### src/rtl/dfmul_selfcheck_seq.sv
// dfmul_selfcheck_seq
//   Self-check sequencer for floating-point multiplier cores. It walks
//   NUM_VECTORS entries of three single-port vector ROMs (A, B, golden Z;
//   1-cycle read latency), launches the core once per entry over the
//   ap_start/ap_ready/ap_done handshake, and compares each result bitwise
//   against the golden value.
// Ports:
//   ap_clk, ap_rst            clock, asynchronous active-high reset
//   ap_start, stop_on_error   run request; stop mode latched on acceptance
//   ap_done/ap_ready, ap_idle run-finished pulse, idle indication
//   ap_return                 saturating mismatch count of the last run
//   first_fail_idx            first failing index (all-ones if none)
//   fail_seen, timeout        mismatch seen / run aborted on core timeout
//   vec_address0, vec_ce0     shared ROM address and read enable
//   a_q0, b_q0, z_q0          ROM read data
//   core_start/ready/done     core handshake
//   core_a, core_b            registered operands, core_return result
module dfmul_selfcheck_seq #(
  parameter int unsigned DATA_W         = 64,
  parameter int unsigned NUM_VECTORS    = 20,
  parameter int unsigned ADDR_W         = 5,
  parameter int unsigned CNT_W          = 8,
  parameter int unsigned TIMEOUT_CYCLES = 1024
) (
  input  logic              ap_clk,
  input  logic              ap_rst,
  input  logic              ap_start,
  input  logic              stop_on_error,
  output logic              ap_done,
  output logic              ap_idle,
  output logic              ap_ready,
  output logic [CNT_W-1:0]  ap_return,
  output logic [ADDR_W-1:0] first_fail_idx,
  output logic              fail_seen,
  output logic              timeout,
  output logic [ADDR_W-1:0] vec_address0,
  output logic              vec_ce0,
  input  logic [DATA_W-1:0] a_q0,
  input  logic [DATA_W-1:0] b_q0,
  input  logic [DATA_W-1:0] z_q0,
  output logic              core_start,
  input  logic              core_ready,
  input  logic              core_done,
  output logic [DATA_W-1:0] core_a,
  output logic [DATA_W-1:0] core_b,
  input  logic [DATA_W-1:0] core_return
);

  localparam int unsigned TW = $clog2(TIMEOUT_CYCLES + 1);
  localparam logic [ADDR_W-1:0] LAST_IDX = ADDR_W'(NUM_VECTORS - 1);
  localparam logic [TW-1:0]     TO_LAST  = TW'(TIMEOUT_CYCLES - 1);

  typedef enum logic [2:0] {
    S_IDLE, S_FETCH, S_LATCH, S_START, S_WAIT, S_CHECK, S_DONE
  } state_t;

  state_t            state_q, state_d;
  logic [ADDR_W-1:0] idx_q, idx_d;
  logic [CNT_W-1:0]  cnt_q, cnt_d, cnt_sat;
  logic [ADDR_W-1:0] ffi_q, ffi_d;
  logic              fail_q, fail_d;
  logic              to_q, to_d;
  logic              soe_q, soe_d;
  logic [DATA_W-1:0] a_q, a_d, b_q, b_d, z_q, z_d, res_q, res_d;
  logic [TW-1:0]     tcnt_q, tcnt_d;
  logic              ce_q, ce_d, start_q, start_d, done_q, done_d;
  logic              mismatch;

  assign cnt_sat  = (cnt_q == '1) ? cnt_q : cnt_q + CNT_W'(1);
  assign mismatch = (res_q != z_q);

  always_comb begin
    state_d = state_q;
    idx_d   = idx_q;
    cnt_d   = cnt_q;
    ffi_d   = ffi_q;
    fail_d  = fail_q;
    to_d    = to_q;
    soe_d   = soe_q;
    a_d     = a_q;
    b_d     = b_q;
    z_d     = z_q;
    res_d   = res_q;
    tcnt_d  = tcnt_q;
    unique case (state_q)
      S_IDLE: begin
        if (ap_start) begin
          state_d = S_FETCH;
          idx_d   = '0;
          cnt_d   = '0;
          fail_d  = 1'b0;
          to_d    = 1'b0;
          ffi_d   = '1;
          soe_d   = stop_on_error;
        end
      end
      S_FETCH: state_d = S_LATCH;
      S_LATCH: begin
        a_d     = a_q0;
        b_d     = b_q0;
        z_d     = z_q0;
        tcnt_d  = '0;  // LATCH is the only way into START
        state_d = S_START;
      end
      S_START, S_WAIT: begin
        tcnt_d = tcnt_q + TW'(1);
        // Same test in START and WAIT: done may arrive with ready (or alone
        // in WAIT); the start level itself is dropped by leaving START.
        if (core_done && (core_ready || state_q == S_WAIT)) begin
          res_d   = core_return;
          state_d = S_CHECK;
        end else if (tcnt_q == TO_LAST) begin
          to_d    = 1'b1;
          cnt_d   = cnt_sat;
          if (!fail_q) ffi_d = idx_q;
          state_d = S_DONE;
        end else if (core_ready) begin
          state_d = S_WAIT;
        end
      end
      S_CHECK: begin
        if (mismatch) begin
          cnt_d  = cnt_sat;
          fail_d = 1'b1;
          if (!fail_q) ffi_d = idx_q;
        end
        if ((mismatch && soe_q) || idx_q == LAST_IDX) begin
          state_d = S_DONE;
        end else begin
          idx_d   = idx_q + ADDR_W'(1);
          state_d = S_FETCH;
        end
      end
      S_DONE:  state_d = S_IDLE;
      default: state_d = S_IDLE;
    endcase
    // Handshake outputs are registered copies of the next-state decode.
    ce_d    = (state_d == S_FETCH);
    start_d = (state_d == S_START);
    done_d  = (state_d == S_DONE);
  end

  always_ff @(posedge ap_clk or posedge ap_rst) begin
    if (ap_rst) begin
      state_q <= S_IDLE;
      idx_q   <= '0;
      cnt_q   <= '0;
      ffi_q   <= '1;
      fail_q  <= 1'b0;
      to_q    <= 1'b0;
      soe_q   <= 1'b0;
      a_q     <= '0;
      b_q     <= '0;
      z_q     <= '0;
      res_q   <= '0;
      tcnt_q  <= '0;
      ce_q    <= 1'b0;
      start_q <= 1'b0;
      done_q  <= 1'b0;
    end else begin
      state_q <= state_d;
      idx_q   <= idx_d;
      cnt_q   <= cnt_d;
      ffi_q   <= ffi_d;
      fail_q  <= fail_d;
      to_q    <= to_d;
      soe_q   <= soe_d;
      a_q     <= a_d;
      b_q     <= b_d;
      z_q     <= z_d;
      res_q   <= res_d;
      tcnt_q  <= tcnt_d;
      ce_q    <= ce_d;
      start_q <= start_d;
      done_q  <= done_d;
    end
  end

  assign ap_done        = done_q;
  assign ap_ready       = done_q;
  assign ap_idle        = (state_q == S_IDLE) && !ap_start;
  assign ap_return      = cnt_q;
  assign first_fail_idx = ffi_q;
  assign fail_seen      = fail_q;
  assign timeout        = to_q;
  assign vec_address0   = idx_q;
  assign vec_ce0        = ce_q;
  assign core_start     = start_q;
  assign core_a         = a_q;
  assign core_b         = b_q;

endmodule
### config.mk
export PLATFORM = sky130hd
export DESIGN_NAME = dfmul_selfcheck_seq
export DESIGN_NICKNAME = d
export VERILOG_FILES = /design/src/rtl/dfmul_selfcheck_seq.sv
export SDC_FILE = /design/constraint.sdc
export NUM_CORES = 1
export LEC_CHECK = 0
export ABC_AREA = 1
export BUFFER_PORTS_ARGS = -buffer_cell sky130_fd_sc_hd__buf_2
export CAP_MARGIN = 20
export CORE_ASPECT_RATIO = 2
export CORE_MARGIN = 2
export CORE_UTILIZATION = 46
export CTS_CLUSTER_SIZE = 28
export DETAILED_ROUTE_END_ITERATION = 6
export PLACE_DENSITY_LB_ADDON = 0.12
export SYNTH_ARGS = -nofsm -noshare
export SYNTH_HDL_FRONTEND = slang
export SYNTH_SLANG_ARGS = --single-unit
### constraint.sdc
create_clock -name ap_clk -period 7.85 [get_ports ap_clk]
set_input_delay 0.3925 -clock ap_clk [delete_from_list [all_inputs] [get_ports ap_clk]]
set_output_delay 0.3925 -clock ap_clk [all_outputs]
set_load 0.01 [all_outputs]
Yosys cells after proc, flatten, opt, wreduce, memory -nomap -nowiden
Index checks and enable logic that the tools add are counted.
Widths: inputs -> output; s select.

operators by class
  equality and inequality tests = 17
  reduce and logical (&&, ||, !) cells = 18
  multiplexer cells = 28
  add/subtract/negate cells = 3

operators with widths
  kind                   count
  $ne 64x64->1           1
  $mux 8                 5
  $mux 5                 7
  $pmux 8 s3             1
  $pmux 11 s2            1
  $mux 3                 5
  $pmux 3 s5             1
  $pmux 5 s3             1
  $add 11x1->11 const B  1
  $eq 11x10->1 const B   1
  $ne 2x2->1 const B     5
  $pmux 5 s2             1
  $eq 3x2->1 const B     3
  $eq 3x3->1 const B     3
  $add 8x1->8 const B    1
  $eq 8x8->1 const B     1
  $eq 3x1->1 const B     2
  $reduce_and 3->1       2
  $reduce_bool 2->1      3
  $add 5x1->5 const B    1
  $eq 5x5->1 const B     1
  $reduce_and 5->1       1
  $mux 1                 4
  $pmux 1 s2             2
  other kinds (8)        12

word-level totals
  output and inout bits = 153
  input port bits = 262
  bits in registers = 294

Logic depth before layout (Yosys ltp)
Gate-level depths: netlist (run 1).

  word-level depth = 6
  mapped depth = 15
  mapped depth without buffers = 15

Worst setup path after synthesis (run 1)
OpenSTA, ideal clock, no wires.

  path kind = reg-to-reg
  start point = register tcnt_q[0]
  end point = register cnt_q[2] (netlist: ap_return[2])
  cell stages (with the launch flop) = 13
  data arrival time = 1.541 ns
  buffers on the path = 0
  setup slack = 6.192 ns
  library setup time = 0.117 ns
  cell sequence = dfrtp_1 ha_1 nand2_1 inv_1 nand2_1 nor2_1 nand4_1 nand2_1 nand2_2 nor2_4 nand2_2 nand2_1 nand2_1

on the way
  cells in the longest elaborated chain, start to end = 3

ends and longest elaborated chain
  what                        line  source
  from (decl)                 65    logic [TW-1:0] tcnt_q, tcnt_d;
  from (signal assigned)      172   tcnt_q <= tcnt_d;
  $eq 11x10->1                112   end else if (tcnt_q == TO_LAST) begin
  $ne 2x2->1 (no line)        --
  $reduce_and 5->1 (no line)  --
  to (signal assigned)        163   cnt_q <= cnt_d;
  to (decl)                   59    logic [CNT_W-1:0] cnt_q, cnt_d, cnt_sat;

Every way passes these cells.
A chain may end at the register's enable or synchronous reset.

Worst setup path after layout (run 1)
  start point = register state_q[2]
  end point = register a_q[30] (netlist: core_a[30])

on the way
  cells in the longest elaborated chain, start to end = 1

ends and longest elaborated chain
  what                    line  source
  from (decl)             57    state_t state_q, state_d;
  from (signal assigned)  161   state_q <= state_d;
  $eq 3x2->1              85    unique case (state_q)
  to (signal assigned)    152   a_q <= '0;
  to (signal assigned)    168   a_q <= a_d;
  to (decl)               64    logic [DATA_W-1:0] a_q, a_d, b_q, b_d, z_q, z_d, res_q, res_d;

Every way passes these cells.

==> results of run 1 <==
-- cells in the mapped netlist, types with 4 or more instances --
| cell type | instances | share of area (%) |
|---|---|---|
| inv_2 | 15 | 0.45 |
| mux2_2 | 149 | 13 |
| a21oi_1 | 114 | 4.5 |
| dfstp_2 | 5 | 1.0 |
| o21ai_0 | 8 | 0.32 |
| nor3_1 | 5 | 0.20 |
| buf_1 | 4 | 0.12 |
| nand3_1 | 24 | 0.95 |
| nand2_2 | 5 | 0.25 |
| nand4_1 | 4 | 0.20 |
| nor2_1 | 165 | 4.9 |
| nand3b_1 | 5 | 0.30 |
| nand2_1 | 264 | 7.8 |
| buf_2 | 35 | 1.4 |
| dfrtp_1 | 289 | 57 |
| o32ai_1 | 4 | 0.28 |
| inv_1 | 120 | 3.6 |
| xor2_1 | 12 | 0.83 |
-- cell usage in the layout (no fill, tap or decap), types with 2 or more instances in the layout --
master	synthesis	final
nand3b_1	5	5
nor2_4	3	3
bufinv_16	0	7
clkbuf_16	0	29
diode_2	0	6
o22ai_1	2	2
o21ai_0	8	8
xnor2_1	3	3
buf_4	1	8
nand2_1	264	264
inv_2	15	15
dfrtp_1	289	289
a21oi_1	114	114
xor2_1	12	12
nand4_1	4	4
mux2_2	149	149
nand2_2	5	5
or2_2	3	3
nand3_1	24	23
clkbuf_8	0	3
clkinv_2	0	7
dfstp_2	5	5
nor3_1	5	5
clkinvlp_4	0	6
nand3_4	0	2
buf_16	0	2
buf_2	35	414
o32ai_1	4	4
ha_1	3	3
o2111ai_1	3	3
nor2_1	165	165
inv_1	120	119
a31oi_1	2	2
-- worst paths after layout --
path / from / endpoint / slack [ns] / depth (start not counted)
max in group asynchronous: ap_rst / z_q[19] / 6.28 / 4
worst min-delay path: b_q0[60] / core_b[60] / 0.07 / 2
min in group asynchronous: ap_rst / core_b[30] / 0.13 / 3
worst min register to register: first_fail_idx[0] / first_fail_idx[0] / 0.46 / 2
worst max register to register: state_q[2] / core_a[30] / 4.84 / 5
worst max-delay path: state_q[2] / core_a[30] / 4.84 / 5
-- worst max-delay path, stage by stage (launching register included) --
cell     delay (ns)
dfrtp_1        0.45
inv_2          0.11
nand3_4        0.50
buf_4          0.54
buf_4          0.78
mux2_2         0.42
-- state kept, by name, indices dropped and copies added, names as in the netlist, 3 cells and up --
signal,cells
core_a,64
tcnt_q,11
res_q,64
first_fail_idx,5
z_q,64
state_q,3
ap_return,8
vec_address0,5
core_b,64
-- cells by family after synthesis --
kind of cell | count (synthesis) | share of synthesized area [%]
xor gates and xnor gates | 15 | 1.039
buffers and inverters | 177 | 5.689
muxes | 149 | 13.27
DFF | 294 | 58.23
and+or+nand+nor | 484 | 15.58
adders and majority gates | 3 | 0.2969
AOI/OAI and AO/OA | 139 | 5.897
-- stage by stage --
step                      utilization [%]  area [sq um]  setup WS [ns]  instances
after floorplan                         -         12650          3.558       1261
after global placement              55.62         15020          4.908       1989
after detailed placement            55.62         15020          4.856       1989
after CTS                           59.52         16080          4.836       2041
after global routing                59.78         16150          4.605       2049
final                               59.78         16150          4.836       2049
-- layer usage --
layer / vias up / wire [microns]
met5: - / 13
met4: 2 / 861
met3: 55 / 2395
met2: 327 / 18230
met1: 4874 / 12590
li1: 4857 / -
-- power groups by stage --
| stage | clock (mW) | combinational (mW) | sequential (mW) |
|---|---|---|---|
| final | 1.54 | 2.71 | 2.62 |
| after floorplan | 0 | 1.71 | 2.76 |
| after global routing | 1.63 | 3.02 | 2.70 |
| after CTS | 1.57 | 2.75 | 2.62 |
| after global placement | 0 | 2.68 | 2.60 |
| after detailed placement | 0 | 2.74 | 2.63 |
-- final cells by class --
| type | instances | area, sq um | area share [%] |
|---|---|---|---|
| Multi-Input combinational cell | 790 | 4583 | 28.38 |
| Tap cell | 348 | 435.4 | 2.696 |
| Antenna cell | 6 | 15.01 | 0.09298 |
| Clock buffer | 33 | 770.7 | 4.773 |
| Inverter | 135 | 510.5 | 3.161 |
| Sequential cell | 294 | 7363 | 45.60 |
| Clock inverter | 19 | 282.8 | 1.751 |
| Timing Repair Buffer | 424 | 2187 | 13.54 |
==> reports/results.tsv, run 1 <==
metric	value	unit
Die H	238.5	microns
CTS tree	done	
DRC	0	
area delta synth->final	27.69	%
Max FO, Critical Path	74	
minimum clock period after layout	3.014	ns
Vias	10120	
largest net degree at the start of global routing	84	
layout cells sized above 1	39.17	%
filler cell count	2409	
final wirelength	34.09	mm
CP Capture Type	flip-flop	
die footprint	0.02891	sq mm
vias in the first global route	10430	
die width	121.2	microns
nets	1938	
Clock Skew	0.01320	ns
clock sinks	294	
clock transition at the registers of the reported paths	0.07	ns
NetSw	2.491	mW
grt met3 use	5.545	%
clk_lat worst skew	0.55	ns
DR iter-0 viols	495	
DR vias/cell	4.937	
Hold Fails Final Rpt	0	
mean routed wirelength per cell	16.64	microns
PwrDens	425.3	mW/mm^2
drt pass-1 iters	5	
Synth Area per Inst	10.03	sq um
internal power	4.378	mW
maxcap violations	0	
sequential-to-total area share from yosys stat	58.23	%
GRT met2 Usage	42.46	%
Tot Pwr	6.868	mW
Mapped Cells	1261	
Max Fclk	331.8	MHz
Rows	85	
outcome	completed	
Final Max Slew Viols	0	
Post-synth EDFFs	0	
Hold Buf Count CTS	0	
worst-margin pin slew	0.9630	ns
Setup Fix Bufs, Post-CTS	0	
Setup Viol. Count Final	0	
Remaining Overflow, GRT	0	
CP startpoint kind	flip-flop	
CP Data Required Time	8.28	ns
routability cong.	0.8985	
arrival time worst endpoint	3.44	ns
first-pass GRT wire length	53.11	mm
Clock Power Share	22.4	%
Longest Clk Path Bufs	3	
CTS resizes	0	
num ports	415	
most common flop cell mapped by yosys	dfrtp_1	
Hold WS	0.07298	ns
Post-Synthesis Net Count	1526	
DP Wirelength	25.19	mm
core area	0.02701	sq mm
unique cell type count in the Yosys netlist	39	
Hold Path Class	input port to flip-flop	
sw frac	36.26	%
GRT Util Overall	23.26	%
critical path class	flip-flop to flip-flop	
P_leak	8.437	nW
initial core utilization	46.81	%
post-synthesis register bit count	294	
RSZ-0062 raised after global routing	false	
Ys Warns	0	
Setup TNS Final	0	ns
part of the power in registers	38.2	%
Final period util	38.40	%
IO Port Bufs	414	
combinational share of power	39.5	%
Max-slew headroom	35.80	%
mapped cell area	0.01265	sq mm
H-Tree Depth	1	
M1 GR Usage	26.24	%
antenna-violating nets left	0	
gr busiest metal	met2	
initial antenna violation count	7	
TritonCTS Buffers	28	
clk root buf	clkbuf_16	
Async SR Flop Fraction	100.0	%
worst vdd ir	0.3133	mV
No activity file was read; power rests on OpenSTA's default activity.
==> inputs of run 2 (changes only) <==
--- a/config.mk
+++ b/config.mk
@@ -5,12 +5,12 @@
 export SDC_FILE = /design/constraint.sdc
 export NUM_CORES = 1
 export LEC_CHECK = 0
-export ABC_AREA = 1
+export ABC_AREA = 0
 export BUFFER_PORTS_ARGS = -buffer_cell sky130_fd_sc_hd__buf_2
 export CAP_MARGIN = 20
 export CORE_ASPECT_RATIO = 2
 export CORE_MARGIN = 2
-export CORE_UTILIZATION = 46
+export CORE_UTILIZATION = 50
 export CTS_CLUSTER_SIZE = 28
 export DETAILED_ROUTE_END_ITERATION = 6
 export PLACE_DENSITY_LB_ADDON = 0.12
==> constraint.sdc (replaced) <==
create_clock -name ap_clk -period 3.1 [get_ports ap_clk]
set_input_delay 0.155 -clock ap_clk [delete_from_list [all_inputs] [get_ports ap_clk]]
set_output_delay 0.155 -clock ap_clk [all_outputs]
set_load 0.01 [all_outputs]
==> run 2 against run 1 <==
  * Sequential share of layout area decreased by 5.2 points
  * Setup slack worse by 4.3 ns
  * Total power increased to 2.6 times the previous value
  * Cell count down 9.0%
==> reports/results.tsv, run 2 <==
metric	value	unit
outcome	completed	
Hold Path Class	input port to flip-flop	
part of the power in registers	39.7	%
num ports	415	
Longest Clk Path Bufs	3	
vias in the first global route	10710	
internal power	11.70	mW
maxcap violations	0	
Hold Fails Final Rpt	0	
Max Fclk	391.4	MHz
Max FO, Critical Path	17	
minimum clock period after layout	2.555	ns
Final Max Slew Viols	0	
Mapped Cells	871	
Clock Skew	0.01460	ns
Die H	225.9	microns
DRC	0	
Max-slew headroom	39.25	%
synth top area cells	dfrtp_1 (59%), mux2_2 (24%), xnor2_1 (4.6%)	
nets	1811	
Synth top area share	58.74	%
clk_lat worst skew	0.54	ns
antenna-violating nets left	0	
NetSw	5.835	mW
mean routed wirelength per cell	18.14	microns
first-pass GRT wire length	52.71	mm
Vias	9641	
area delta synth->final	48.22	%
most common flop cell mapped by yosys	dfrtp_1	
Setup Viol. Count Final	0	
combinational share of power	41.0	%
unique cell type count in the Yosys netlist	55	
GRT Util Overall	25.58	%
drt pass-1 iters	5	
DR vias/cell	5.172	
final wirelength	33.81	mm
Async SR Flop Fraction	100.0	%
routability cong.	0.8275	
DR iter-0 viols	308	
RSZ-0062 raised after global routing	false	
CP Data Required Time	3.52	ns
DP Wirelength	21.67	mm
Tot Pwr	17.54	mW
Final period util	82.42	%
most frequent cells in the layout	buf_2 (414), dfrtp_1 (289), dlygate4sd3_1 (258), mux2_2 (257), xnor2_1 (65)	
Rows	81	
commonest non-fill, non-tap cell in the layout	buf_2	
H-Tree Depth	1	
die footprint	0.02597	sq mm
Post-Synthesis Net Count	1136	
post-synthesis register bit count	294	
arrival time worst endpoint	2.97	ns
mapped cell area	0.01231	sq mm
worst-margin pin slew	0.9112	ns
biggest area consumer among synthesized cells	dfrtp_1	
Ys Warns	0	
filler cell count	1500	
TritonCTS Buffers	26	
clk root buf	clkbuf_16	
top-count cell post-synth	dfrtp_1	
Clock Power Share	19.4	%
cell total after placement	1550	
Remaining Overflow, GRT	0	
Synth Area per Inst	14.14	sq um
most instantiated cells after synthesis	dfrtp_1 (289), mux2_2 (257), xnor2_1 (65)	
PwrDens	961.0	mW/mm^2
worst vdd ir	0.6764	mV
Post-synth EDFFs	0	
P_leak	8.402	nW
layout cells sized above 1	47.54	%
initial antenna violation count	7	
clock transition at the registers of the reported paths	0.07	ns
R2R depth	7	
CTS tree	done	
critical path class	flip-flop to flip-flop	
IO Port Bufs	414	
clock sinks	294	
CP Capture Type	flip-flop	
fin cells	1864	
hold depth	3	
CP startpoint kind	flip-flop	
sw frac	33.27	%
largest net degree at the start of global routing	93	
core area	0.02432	sq mm
Setup Fix Bufs, Post-CTS	0	
final core utilization	75.03	%
initial core utilization	50.62	%
die width	115.0	microns
sequential-to-total area share from yosys stat	59.81	%
[run 2: worst max-delay path, cell delays in order, from the launching register on]
cell,delay [ns]
dfrtp_1,0.40
ha_1,0.23
nand2_1,0.09
or4_1,0.60
a21boi_4,0.44
nand3_1,0.15
o21ai_2,0.19
mux2_1,0.34
[run 2: cells by family after synthesis]
kind of cell / Yosys count / synth area share [%]
AOI/OAI and AO/OA: 62 / 3.567
xor gates and xnor gates: 67 / 4.766
adders and majority gates: 3 / 0.3049
buffers and inverters: 49 / 1.850
DFF: 294 / 59.81
muxes: 267 / 24.33
and+or+nand+nor: 129 / 5.376
[run 2: what timing repair did]
item,in CTS,in global routing
resized for setup,0,0
hold endpoints to repair,282,0
hold buffers,258,0
setup endpoints to repair,0,0
[run 2: power by group through the flow]
stage               registers [mW]  clock network [mW]  logic, mW
finish                        6.96                3.39       7.19
global route                  7.17                3.61       7.79
CTS                           6.88                3.48       7.16
detailed placement            6.94                   0       6.87
global placement              6.85                   0       6.73
floorplan                     7.18                   0       4.52
[run 2: metal layers]
| layer | track usage, % | part of all wire, % |
|---|---|---|
| met1 | 27.03 | 34 |
| met2 | 48.29 | 56 |
| met3 | 4.777 | 5.8 |
| met4 | 11.00 | 3.5 |
| met5 | 0 | 0 |
[run 2: path summary, 6_finish.rpt]
check / start / endpoint / slack (ns)
setup / recovery: tcnt_q[0] / ap_return[0] / 0.55
hold / removal: core_ready / core_start / 0.04
setup reg to reg: tcnt_q[0] / ap_return[0] / 0.55
hold reg to reg: first_fail_idx[3] / first_fail_idx[3] / 0.48
max in group asynchronous: ap_rst / z_q[42] / 1.81
min in group asynchronous: ap_rst / core_b[37] / 0.32
[run 2: layout make-up]
class | instances | area [sq um] | area share (%)
inverter | 11 | 45.04 | 0.2468
antenna | 9 | 22.52 | 0.1234
clock inverter | 10 | 127.6 | 0.6993
tap | 290 | 362.8 | 1.988
multi-input combinational | 528 | 4740 | 25.97
timing repair buffer | 685 | 4815 | 26.38
sequential | 294 | 7363 | 40.35
clock buffer | 37 | 773.2 | 4.237
[run 2: per-stage QoR]
step	instance area, sq um	setup WS, ns	hold slack [ns]	setup TNS (ns)
after floorplan	12320	-0.9541	0.3056	-275.72
after global placement	14740	0.6185	0.2952	0
after detailed placement	14740	0.5699	0.2979	0
after CTS	18230	0.5563	0.01949	0
after global routing	18240	0.3186	0.06537	0
final	18250	0.5451	0.04287	0
